$ cat src/rtl/uart_cmd_dispatcher_if.sv
// rtl/uart_cmd_dispatcher_if.sv - frame and engine handshake bundle for uart_cmd_dispatcher
interface uart_cmd_dispatcher_if #(
  parameter int FRAME_BYTES = 18,
  parameter int DATA_W      = 128
);
  logic [8*FRAME_BYTES-1:0] rx_frame;
  logic                     rx_valid;
  logic [8*FRAME_BYTES-1:0] tx_frame;
  logic                     tx_valid;
  logic                     tx_ready;
  logic [DATA_W-1:0]        eng_key;
  logic [DATA_W-1:0]        eng_text;
  logic                     eng_start;
  logic                     eng_done;
  logic [DATA_W-1:0]        eng_result;

  // master: UART link and engine side; slave: the dispatcher
  modport master (
    output rx_frame, rx_valid, tx_ready, eng_done, eng_result,
    input  tx_frame, tx_valid, eng_key, eng_text, eng_start
  );

  modport slave (
    input  rx_frame, rx_valid, tx_ready, eng_done, eng_result,
    output tx_frame, tx_valid, eng_key, eng_text, eng_start
  );
endinterface

$ cat src/rtl/uart_cmd_dispatcher.sv
// rtl/uart_cmd_dispatcher.sv - framed UART command decoder driving a block engine with a result FIFO
module uart_cmd_dispatcher #(
  parameter int FRAME_BYTES = 18,
  parameter int DATA_W      = 128,
  parameter int RES_DEPTH   = 4,
  parameter int ENG_TIMEOUT = 1024
) (
  input  logic                 clk,
  input  logic                 reset,
  uart_cmd_dispatcher_if.slave bus,
  output logic                 busy,
  output logic [7:0]           err_count
);
  localparam int FW = 8 * FRAME_BYTES;
  localparam int PW = $clog2(RES_DEPTH);
  localparam int TW = $clog2(ENG_TIMEOUT + 1);

  localparam logic [7:0] OP_KEY_WR  = 8'h4B;
  localparam logic [7:0] OP_TXT_WR  = 8'h50;
  localparam logic [7:0] OP_KEY_RD  = 8'h6B;
  localparam logic [7:0] OP_TXT_RD  = 8'h70;
  localparam logic [7:0] OP_ENGINE  = 8'h45;
  localparam logic [7:0] OP_RESULT  = 8'h52;
  localparam logic [7:0] OP_STATUS  = 8'h53;
  localparam logic [7:0] RSP_ACK    = 8'h41;
  localparam logic [7:0] RSP_ERR    = 8'h58;

  localparam logic [7:0] ERR_FRAME   = 8'h01;
  localparam logic [7:0] ERR_OPCODE  = 8'h02;
  localparam logic [7:0] ERR_FULL    = 8'h03;
  localparam logic [7:0] ERR_TIMEOUT = 8'h04;
  localparam logic [7:0] ERR_EMPTY   = 8'h06;

  typedef enum logic [1:0] {IDLE, DECODE, ENG_WAIT, RESP} state_t;

  state_t            state_q, state_d;
  logic [FW-1:0]     frame_q, frame_d;
  logic [DATA_W-1:0] key_q, key_d;
  logic [DATA_W-1:0] text_q, text_d;
  logic [PW:0]       wr_ptr_q, wr_ptr_d;
  logic [PW:0]       rd_ptr_q, rd_ptr_d;
  logic [TW-1:0]     tmo_q, tmo_d;
  logic [7:0]        err_q, err_d;
  logic [FW-1:0]     tx_frame_q, tx_frame_d;
  logic              tx_valid_q, tx_valid_d;
  logic              eng_start_q, eng_start_d;
  logic [DATA_W-1:0] mem_q [RES_DEPTH];

  logic              hdr_ok;
  logic [7:0]        opcode;
  logic [DATA_W-1:0] payload;
  logic [PW:0]       fifo_cnt;
  logic              fifo_full;
  logic              fifo_empty;
  logic              push;
  logic              go_resp;
  logic              rsp_err;
  logic [7:0]        err_code;
  logic [7:0]        rsp_code;
  logic [FW-1:0]     rsp_body;
  logic              drop_evt;
  logic [1:0]        err_inc;
  logic [8:0]        err_sum;

  assign hdr_ok     = frame_q[7:0] == frame_q[FW-1 -: 8];
  assign opcode     = frame_q[7:0];
  assign payload    = frame_q[8 +: DATA_W];
  assign fifo_cnt   = wr_ptr_q - rd_ptr_q;
  assign fifo_full  = fifo_cnt == (PW+1)'(RES_DEPTH);
  assign fifo_empty = wr_ptr_q == rd_ptr_q;
  assign drop_evt   = bus.rx_valid && (state_q != IDLE);

  always_comb begin
    state_d     = state_q;
    frame_d     = frame_q;
    key_d       = key_q;
    text_d      = text_q;
    wr_ptr_d    = wr_ptr_q;
    rd_ptr_d    = rd_ptr_q;
    tmo_d       = tmo_q;
    tx_frame_d  = tx_frame_q;
    tx_valid_d  = tx_valid_q;
    eng_start_d = 1'b0;
    push        = 1'b0;
    go_resp     = 1'b0;
    rsp_err     = 1'b0;
    err_code    = 8'h00;
    rsp_body    = '0;

    case (state_q)
      IDLE: begin
        if (bus.rx_valid) begin
          frame_d = bus.rx_frame;
          state_d = DECODE;
        end
      end

      DECODE: begin
        go_resp = 1'b1;
        if (!hdr_ok) begin
          rsp_err  = 1'b1;
          err_code = ERR_FRAME;
        end else begin
          case (opcode)
            OP_KEY_WR: key_d = payload;
            OP_TXT_WR: text_d = payload;
            OP_KEY_RD: rsp_body[8 +: DATA_W] = key_q;
            OP_TXT_RD: rsp_body[8 +: DATA_W] = text_q;
            OP_ENGINE: begin
              if (fifo_full) begin
                rsp_err  = 1'b1;
                err_code = ERR_FULL;
              end else begin
                go_resp     = 1'b0;
                eng_start_d = 1'b1;
                tmo_d       = '0;
                state_d     = ENG_WAIT;
              end
            end
            OP_RESULT: begin
              if (fifo_empty) begin
                rsp_err  = 1'b1;
                err_code = ERR_EMPTY;
              end else begin
                rsp_body[8 +: DATA_W] = mem_q[rd_ptr_q[PW-1:0]];
                rd_ptr_d = rd_ptr_q + 1'b1;
              end
            end
            OP_STATUS: begin
              rsp_body[15:8]  = 8'(fifo_cnt);
              rsp_body[23:16] = err_q;
            end
            default: begin
              rsp_err  = 1'b1;
              err_code = ERR_OPCODE;
            end
          endcase
        end
      end

      ENG_WAIT: begin
        tmo_d = tmo_q + 1'b1;
        if (bus.eng_done) begin
          push     = 1'b1;
          wr_ptr_d = wr_ptr_q + 1'b1;
          go_resp  = 1'b1;
        end else if (tmo_q == TW'(ENG_TIMEOUT - 1)) begin
          go_resp  = 1'b1;
          rsp_err  = 1'b1;
          err_code = ERR_TIMEOUT;
        end
      end

      RESP: begin
        if (tx_valid_q && bus.tx_ready) begin
          tx_valid_d = 1'b0;
          state_d    = IDLE;
        end
      end

      default: state_d = IDLE;
    endcase

    // Error responses carry only the code in byte1; everything else zero.
    rsp_code = rsp_err ? RSP_ERR : RSP_ACK;
    if (rsp_err) begin
      rsp_body       = '0;
      rsp_body[15:8] = err_code;
    end
    if (go_resp) begin
      state_d               = RESP;
      tx_valid_d            = 1'b1;
      tx_frame_d            = rsp_body;
      tx_frame_d[7:0]       = rsp_code;
      tx_frame_d[FW-1 -: 8] = rsp_code;
    end

    err_inc = {1'b0, go_resp && rsp_err} + {1'b0, drop_evt};
    err_sum = {1'b0, err_q} + {7'b0, err_inc};
    err_d   = err_sum[8] ? 8'hFF : err_sum[7:0];
  end

  always_ff @(posedge clk or posedge reset) begin
    if (reset) begin
      state_q     <= IDLE;
      frame_q     <= '0;
      key_q       <= '0;
      text_q      <= '0;
      wr_ptr_q    <= '0;
      rd_ptr_q    <= '0;
      tmo_q       <= '0;
      err_q       <= '0;
      tx_frame_q  <= '0;
      tx_valid_q  <= 1'b0;
      eng_start_q <= 1'b0;
    end else begin
      state_q     <= state_d;
      frame_q     <= frame_d;
      key_q       <= key_d;
      text_q      <= text_d;
      wr_ptr_q    <= wr_ptr_d;
      rd_ptr_q    <= rd_ptr_d;
      tmo_q       <= tmo_d;
      err_q       <= err_d;
      tx_frame_q  <= tx_frame_d;
      tx_valid_q  <= tx_valid_d;
      eng_start_q <= eng_start_d;
    end
  end

  // Storage only; emptiness after reset comes from the pointers.
  always_ff @(posedge clk) begin
    if (push) begin
      mem_q[wr_ptr_q[PW-1:0]] <= bus.eng_result;
    end
  end

  assign bus.tx_frame  = tx_frame_q;
  assign bus.tx_valid  = tx_valid_q;
  assign bus.eng_key   = key_q;
  assign bus.eng_text  = text_q;
  assign bus.eng_start = eng_start_q;
  assign busy          = state_q != IDLE;
  assign err_count     = err_q;
endmodule

$ cat src/flat_wrapper.sv
// flat-port wrapper written by rule: the top's interface ports become plain ports
module uart_cmd_dispatcher_flat 
#(
  parameter int FRAME_BYTES = 18,
  parameter int DATA_W      = 128,
  parameter int RES_DEPTH   = 4,
  parameter int ENG_TIMEOUT = 1024
)
  (clk, reset, busy, err_count, bus_rx_frame, bus_rx_valid, bus_tx_ready, bus_eng_done, bus_eng_result, bus_tx_frame, bus_tx_valid, bus_eng_key, bus_eng_text, bus_eng_start);
  uart_cmd_dispatcher_if #(.FRAME_BYTES(FRAME_BYTES), .DATA_W(DATA_W)) bus_i ();
  input  logic clk;
  input  logic reset;
  output logic busy;
  output logic [7:0] err_count;
  input wire logic [$bits(bus_i.rx_frame)-1:0] bus_rx_frame;
  input wire logic [$bits(bus_i.rx_valid)-1:0] bus_rx_valid;
  input wire logic [$bits(bus_i.tx_ready)-1:0] bus_tx_ready;
  input wire logic [$bits(bus_i.eng_done)-1:0] bus_eng_done;
  input wire logic [$bits(bus_i.eng_result)-1:0] bus_eng_result;
  output wire logic [$bits(bus_i.tx_frame)-1:0] bus_tx_frame;
  output wire logic [$bits(bus_i.tx_valid)-1:0] bus_tx_valid;
  output wire logic [$bits(bus_i.eng_key)-1:0] bus_eng_key;
  output wire logic [$bits(bus_i.eng_text)-1:0] bus_eng_text;
  output wire logic [$bits(bus_i.eng_start)-1:0] bus_eng_start;
  assign bus_i.rx_frame = bus_rx_frame;
  assign bus_i.rx_valid = bus_rx_valid;
  assign bus_i.tx_ready = bus_tx_ready;
  assign bus_i.eng_done = bus_eng_done;
  assign bus_i.eng_result = bus_eng_result;
  assign bus_tx_frame = bus_i.tx_frame;
  assign bus_tx_valid = bus_i.tx_valid;
  assign bus_eng_key = bus_i.eng_key;
  assign bus_eng_text = bus_i.eng_text;
  assign bus_eng_start = bus_i.eng_start;
  uart_cmd_dispatcher #(.FRAME_BYTES(FRAME_BYTES), .DATA_W(DATA_W), .RES_DEPTH(RES_DEPTH), .ENG_TIMEOUT(ENG_TIMEOUT)) u_core (.clk(clk), .reset(reset), .bus(bus_i), .busy(busy), .err_count(err_count));
endmodule
$ cat config.mk
export PLATFORM = sky130hd
export DESIGN_NAME = uart_cmd_dispatcher_flat
export DESIGN_NICKNAME = d
export VERILOG_FILES = /design/src/rtl/uart_cmd_dispatcher_if.sv /design/src/rtl/uart_cmd_dispatcher.sv /design/src/flat_wrapper.sv
export SDC_FILE = /design/constraint.sdc
export NUM_CORES = 1
export LEC_CHECK = 0
export ABC_AREA = 1
export CORE_MARGIN = 2
export CORE_UTILIZATION = 30
export DETAILED_ROUTE_END_ITERATION = 16
export PLACE_DENSITY = 0.51
export SYNTH_ARGS = -nofsm -noshare
export SYNTH_HDL_FRONTEND = slang
export SYNTH_SLANG_ARGS = --single-unit
$ cat constraint.sdc
create_clock -name clk -period 19.5 [get_ports clk]
set_clock_uncertainty 0.05 [all_clocks]
set_input_delay 3.9 -clock clk [delete_from_list [all_inputs] [get_ports clk]]
set_output_delay 3.9 -clock clk [all_outputs]
set_load 0.01 [all_outputs]
==> results of run 1 <==
kinds of logic (layout without fill, tap and decap cells):
logic type | after synthesis | after routing | synth area share
mux | 9 | 9 | 0.00235
compound gates | 870 | 870 | 0.112
xor+xnor | 19 | 19 | 0.00385
fa+ha+maj | 15 | 15 | 0.00469
simple gates | 1626 | 1626 | 0.154
flops | 1072 | 1072 | 0.680
buf+inv | 454 | 1135 | 0.0437
other cells | 1 | 23 | 0.0000868
final cells by class:
cell class / instances / area (um^2)
diodes: 15 / 37.5
clock buffers: 172 / 3410
clock inverters: 56 / 639
fillers: 14065 / 87500
inverters: 185 / 719
multi-input cells: 2547 / 12100
flip-flops and latches: 1072 / 29400
well taps: 1903 / 2380
repair buffers: 722 / 7140
critical path, cell delays in order:
cell and delay (ns):
clkdlybuf4s50_1 0.47, nand2_1 0.30, nor2_4 0.84, buf_4 0.78, buf_4 0.83
flip-flops by register name, summed over array words and instances, names as in the netlist, 8 cells and up:
register / cells
u_core.err_count: 8
u_core.bus.eng_key: 128
u_core.bus.tx_frame: 131
u_core.bus.eng_text: 128
u_core.frame_q: 144
u_core.tmo_q: 11
u_core.mem_q: 512
Yosys cell counts, types with 3 or more instances:
library cell / n
nor2_1: 279
nand3_1: 190
o22ai_1: 54
a21oi_1: 263
nor2_4: 3
o31ai_1: 6
clkbuf_1: 174
o2bb2ai_1: 35
ha_1: 13
o21ai_1: 34
nor2_2: 4
buf_1: 23
nand2_2: 7
xor2_1: 17
nor3_1: 8
a221oi_1: 11
inv_1: 179
buf_4: 14
edfxtp_1: 512
buf_2: 52
mux2_2: 9
inv_2: 5
nand4_1: 44
o2111ai_1: 4
dfrtp_1: 560
buf_8: 5
a22oi_1: 4
o21ai_0: 408
o21ai_2: 40
or2_1: 3
or2_2: 17
a22o_1: 3
or2_0: 18
nand2_1: 1047
report_power, final:
part	total, mW	switching (mW)	internal [mW]
Clock	2.31	0.941	1.37
Sequential	2.39	0.0108	2.38
Combinational	0.128	0.0627	0.0653
layer usage:
layer | up-vias | track usage | routed length (um)
met3 | 287 | 0.0866 | 15200
li1 | 14992 | - | -
met1 | 15580 | 0.253 | 62500
met4 | 80 | 0.0691 | 4750
met2 | 968 | 0.337 | 74200
met5 | - | 0 | 506
final timing paths:
path | cells past startpoint | startpoint | to | slack (ns)
worst max-delay path | 5 | bus_eng_done | u_core.mem_q[0][123] | 12.57
worst min-delay path | 2 | u_core.bus.tx_frame[116] | u_core.bus.tx_frame[116] | 0.43
worst max register to register | 14 | u_core.rd_ptr_q[0] | u_core.bus.tx_frame[128] | 14.62
worst min register to register | 2 | u_core.bus.tx_frame[116] | u_core.bus.tx_frame[116] | 0.43
max in group asynchronous | 6 | reset | u_core.bus.eng_key[94] | 12.73
min in group asynchronous | 3 | reset | u_core.bus.tx_frame[36] | 3.85
==> metrics.csv, run 1 <==
stage;metric;value;unit
final_layout;fin_area;0.0558;mm^2
pwr;vdd_drop_max;0.0709;mV
synth;ys_ff_latch;1072;
sta;slew_viol_final;0;
placed_design;place_hpwl;105000;um
global_routing;grt_pass1_vias;31156;
detailed_routing;vias;31907;
synth;synth_top_area_cell;edfxtp_1;
sta;max_freq;144;MHz
detailed_routing;viasPerCell;4.78;
clock_tree;ctsResizeCount;0;
sta;fin_tns_setup;0;ns
sta;tightest_slew;1.08;ns
clock_tree;cts_tree;yes;
die;io_pins;688;
synth;synthTopCellsByArea;edfxtp_1, dfrtp_1, nand2_1;
detailed_routing;wl_per_cell;23.6;um
final_layout;mostFrequentLayoutCells;nand2_1, clkdlybuf4s50_1, dfrtp_1;
synth;yosysWarnings;0;
synth;async_flop_share;0.522;
final_layout;synthToLayoutAreaGrowth;29.1;%
job;drv_cap;0;
die;core_area;0.143;mm^2
die;initial_core_util;0.302;
synth;avgSynthCellArea;10.6;um^2
synth;synth_edf_count;512;
detailed_routing;drt_iter0_markers;2561;
sta;hold_violations;0;
pwr;p_total;4.83;mW
global_routing;grt_pass1_wl;224000;um
clock_tree;cts_max_path_buffers;3;
detailed_routing;ant_nets;0;
global_routing;grt_usage;0.209;
placed_design;dpl-instance-area;0.0517;mm^2
setup_path;crit_fanout;54;
min_path;holdCritPathClass;flop to flop;
clock_tree;postCtsHoldBufs;0;
setup_path;worstPathRequired;19.77;ns
synth;synth_top_area_share;0.356;
clock_tree;clkTransAtPathRegs;0.06;ns
detailed_routing;drt_first_pass_iters;6;
sta;setup_viol;0;
die;rows;139;
sta;fin_ws;12.57;ns
clock_tree;numCtsBuffers;119;
placed_design;pre_cts_ws;11.76;ns
sta;min_period;6.93;ns
final_layout;final_common_cell;nand2_1;
clock_tree;clkSinkCount;1072;
clock_tree;insertion_delay;0.73;ns
global_routing;grt_max_degree;191;
global_routing;grt-ovfl-total;0;
clock_tree;post_cts_buffers;0;
pwr;p_leak;22.2;nW
final_layout;final_net_count;4939;
clock_tree;htreeDepth;3;
placed_design;placedCellCount;6429;
die;die_w;384;um
clock_tree;cts-root-buf;clkbuf_16;
synth;postSynthCellCount;4066;
placed_design;place_congestion;0.799;
setup_path;critPathLaunchType;input pin;
final_layout;drive_gt1_frac;0.0707;
setup_path;crit_type;input pin to flop;
die;die_area;0.147;mm^2
setup_path;arrival;7.21;ns
detailed_routing;drt-total-wl;157000;um
synth;ys.flop_type;dfrtp_1;
detailed_routing;drcViolationCount;0;
placed_design;io_buffers;679;
sta;post-route-period-util;0.356;
setup_path;worst_setup_path_end_kind;flop;
pwr;p_per_area;86.6;mW/mm^2
final_layout;final_cells;6672;
sta;rsz0062_at_grt;no;
synth;synth.distinct_cells;49;
sta;whs;0.431;ns
synth;synth_area;0.0432;mm^2
sta;slew_headroom;0.281;
final_layout;final_util;0.389;
run_status;outcome;complete, no violations;
global_routing;antenna_found_initial;75;
synth;synth-seq-area-share;0.680;
die;dieHeight;384;um
No activity file was read; power rests on OpenSTA's default activity.
==> run 2, diff against run 1 <==
Clock period 19.5 ns to 6 ns, I/O delays scaled along.
==> metrics.csv, run 2 (same netlist as run 1, synthesis figures left out) <==
stage;metric;value;unit;change
final_layout;drive_gt1_frac;0.0673;;-0.00342
die;die_area;0.147;mm^2;unchanged
detailed_routing;viasPerCell;4.82;;+0.87%
detailed_routing;drt-total-wl;159000;um;+1.3%
min_path;holdCritStartpoint;u_core.bus.tx_frame[38];;
pwr;vdd_drop_max;0.252;mV;+260%
final_layout;synthToLayoutAreaGrowth;28.8;%;
clock_tree;ctsResizeCount;0;;unchanged
die;dieHeight;384;um;unchanged
global_routing;gr-usage-met1;0.267;;+0.0142
clock_tree;post_cts_buffers;0;;unchanged
pwr;switching_share;0.215;;+0.00448
final_layout;largest_register_ffs;512;;unchanged
clock_tree;cts_max_path_buffers;3;;unchanged
clock_tree;clkSinkCount;1072;;unchanged
final_layout;multi_input_area;0.0121;mm^2;about the same
sta;tightest_slew;1.13;ns;+0.0535 ns
sta;fin_ws;1.61;ns;-10.96 ns
sta;slew_headroom;0.245;;-0.0357
placed_design;place_congestion;0.836;;+4.6%
setup_path;r2r-start;u_core.rd_ptr_q[0];;
clock_tree;numCtsBuffers;119;;unchanged
placed_design;io_buffers;679;;unchanged
placed_design;place_hpwl;107000;um;+1.1%
clock_tree;cts_tree;yes;;
setup_path;reg2regPathDepth;19;;+5
die;initial_core_util;0.302;;unchanged
detailed_routing;drt_iter0_markers;2246;;-12%
global_routing;grt_usage;0.213;;+0.00370
sta;hold_violations;0;;unchanged
clock_tree;postCtsHoldBufs;0;;unchanged
clock_tree;cts-root-buf;clkbuf_16;;
setup_path;slowest_stage;dfrtp_4;;
detailed_routing;wl_per_cell;23.9;um;+1.6%
global_routing;met3_usage;0.0666;;-0.0200
min_path;min_delay_worst_endpoint;u_core.bus.tx_frame[38];;
die;io_pins;688;;unchanged
run_status;outcome;complete, no violations;;
sta;slew_viol_final;0;;unchanged
setup_path;worstPathRequired;6.54;ns;-13.23 ns
final_layout;seq_area;0.0294;mm^2;unchanged
global_routing;grt-ovfl-total;0;;unchanged
pwr;p_leak;22.1;nW;-0.49%
setup_path;critical-path-max-stage-delay;0.83;ns;about the same
detailed_routing;ant_nets;0;;unchanged
final_layout;final_common_cell;nand2_1;;
sta;max_freq;228;MHz;
pwr;p_switching;3.30;mW;+220%
die;core_area;0.143;mm^2;unchanged
detailed_routing;vias;32116;;+0.66%
global_routing;antenna_found_initial;67;;-11%
detailed_routing;drcViolationCount;0;;unchanged
setup_path;cp_top_family;simple AND/OR/NAND/NOR gates;;
placed_design;pre_cts_ws;1.62;ns;-10.14 ns
final_layout;final_util;0.388;;-0.000987
global_routing;grt_busiest_layer;met2;;
final_layout;mostFrequentLayoutCells;nand2_1, clkdlybuf4s50_1, dfrtp_1;;
final_layout;final_cells;6658;;-0.21%
placed_design;placedCellCount;6424;;-0.078%
setup_path;critPathLaunchType;flop;;
setup_path;worstReg2RegEnd;u_core.err_count[2];;
global_routing;grt_pass1_wl;229000;um;+2.2%
pwr;p_int;12.1;mW;+220%
min_path;holdCritPathClass;flop to flop;;
setup_path;ff2ff_setup_slack;1.61;ns;-13.01 ns
detailed_routing;drt_first_pass_iters;5;;-1
pwr;power_frac_clock;0.467;;-0.012
clock_tree;clkTransAtPathRegs;0.06;ns;about the same
pwr;p_per_area;276;mW/mm^2;+220%
job;drv_cap;0;;unchanged
setup_path;path_buf_inv;3;;unchanged
sta;fin_tns_setup;0;ns;unchanged
clock_tree;htreeDepth;3;;unchanged
sta;setup_viol;0;;unchanged
global_routing;grt_max_degree;201;;+5.2%
pwr;power_frac_comb;0.028;;+0.002
sta;whs;0.426;ns;-0.00569 ns
die;die_w;384;um;unchanged
final_layout;final_net_count;4934;;-0.10%
sta;post-route-period-util;0.732;;
setup_path;crit_type;flop to flop;;
min_path;min_path_cells;2;;unchanged
setup_path;crit_path_cell_trace;ha_1 > inv_1 > fa_1 > inv_1 > nand3_1 > nand3_1 > nor2_1 > nor2_1 > nand3_1 > nand2_2 > nand2_2 > nand2_4 > inv_1 > fa_1 > ha_1 > nand2_1 > nor3_1 > nand2_1 > o21ai_0;;
clock_tree;insertion_delay;0.74;ns;about the same
global_routing;grt_pass1_vias;31531;;+1.2%
setup_path;crit_fanout;54;;unchanged
sta;min_period;4.39;ns;
pwr;power_frac_seq;0.505;;+0.010
sta;rsz0062_at_grt;no;;
die;rows;139;;unchanged
global_routing;grt_use_met2;0.360;;+0.0225
final_layout;fill_cells;14074;;+0.064%
setup_path;arrival;4.93;ns;-2.28 ns
setup_path;worst_setup_path_end_kind;flop;;
-- run 2: cell count changes in the layout (fill, tap and decap cells not counted), moves of 6 or more --
cell | before | now
clkinv_1 | 7 | 1
buf_12 | 2 | 12
buf_4 | 41 | 26
clkbuf_1 | 32 | 45
bufinv_16 | 12 | 3
clkinv_2 | 28 | 17
-- run 2: tightest hold or removal path, stage by stage (launching register included) --
cell	delay [ns]
dfrtp_1	0.34
nand2_1	0.05
nand2_1	0.05
-- run 2: routing by layer --
metal  up-vias  wire length, um
li1      14975                -
met1     15810            64700
met2      1006            77500
met3       267            13300
met4        58             3370
met5         -              375
-- run 2: through the flow --
stage                     total power [mW]  instance area (um^2)
after global placement                8.33                 51800
after global routing                  15.8                 55600
after CTS                             15.5                 55600
final                                 15.4                 55600
after detailed placement              8.33                 51800
after floorplan                       8.01                 43300
-- run 2: final cells by class --
cell class,instances,share of cell area
antenna,12,0.000540
timing repair buffer,717,0.130
clock buffer,189,0.0629
tap,1903,0.0428
clock inverter,33,0.00576
sequential,1072,0.528
multi-input combinational,2547,0.217
inverter,185,0.0129
-- run 2: worst max path at each step --
stage | from | endpoint | cells past startpoint
floorplan | reset | u_core.bus.eng_key[0] | 1
global placement | u_core.rd_ptr_q[0] | u_core.err_count[6] | 19
detailed placement | u_core.rd_ptr_q[0] | u_core.err_count[6] | 18
CTS | u_core.rd_ptr_q[0] | u_core.err_count[6] | 18
global route | u_core.rd_ptr_q[0] | u_core.err_count[2] | 19
finish | u_core.rd_ptr_q[0] | u_core.err_count[2] | 19
-- run 2: power by group through the flow --
stage          registers, mW  clock network (mW)  logic [mW]
3_3_place_gp            7.90                   0       0.429
6_report                7.76                7.18       0.423
3_5_place_dp            7.90                   0       0.430
4_1_cts                 7.76                7.33       0.432
2_1_floorplan           7.91                   0      0.0996
5_1_grt                 7.76                7.62       0.464
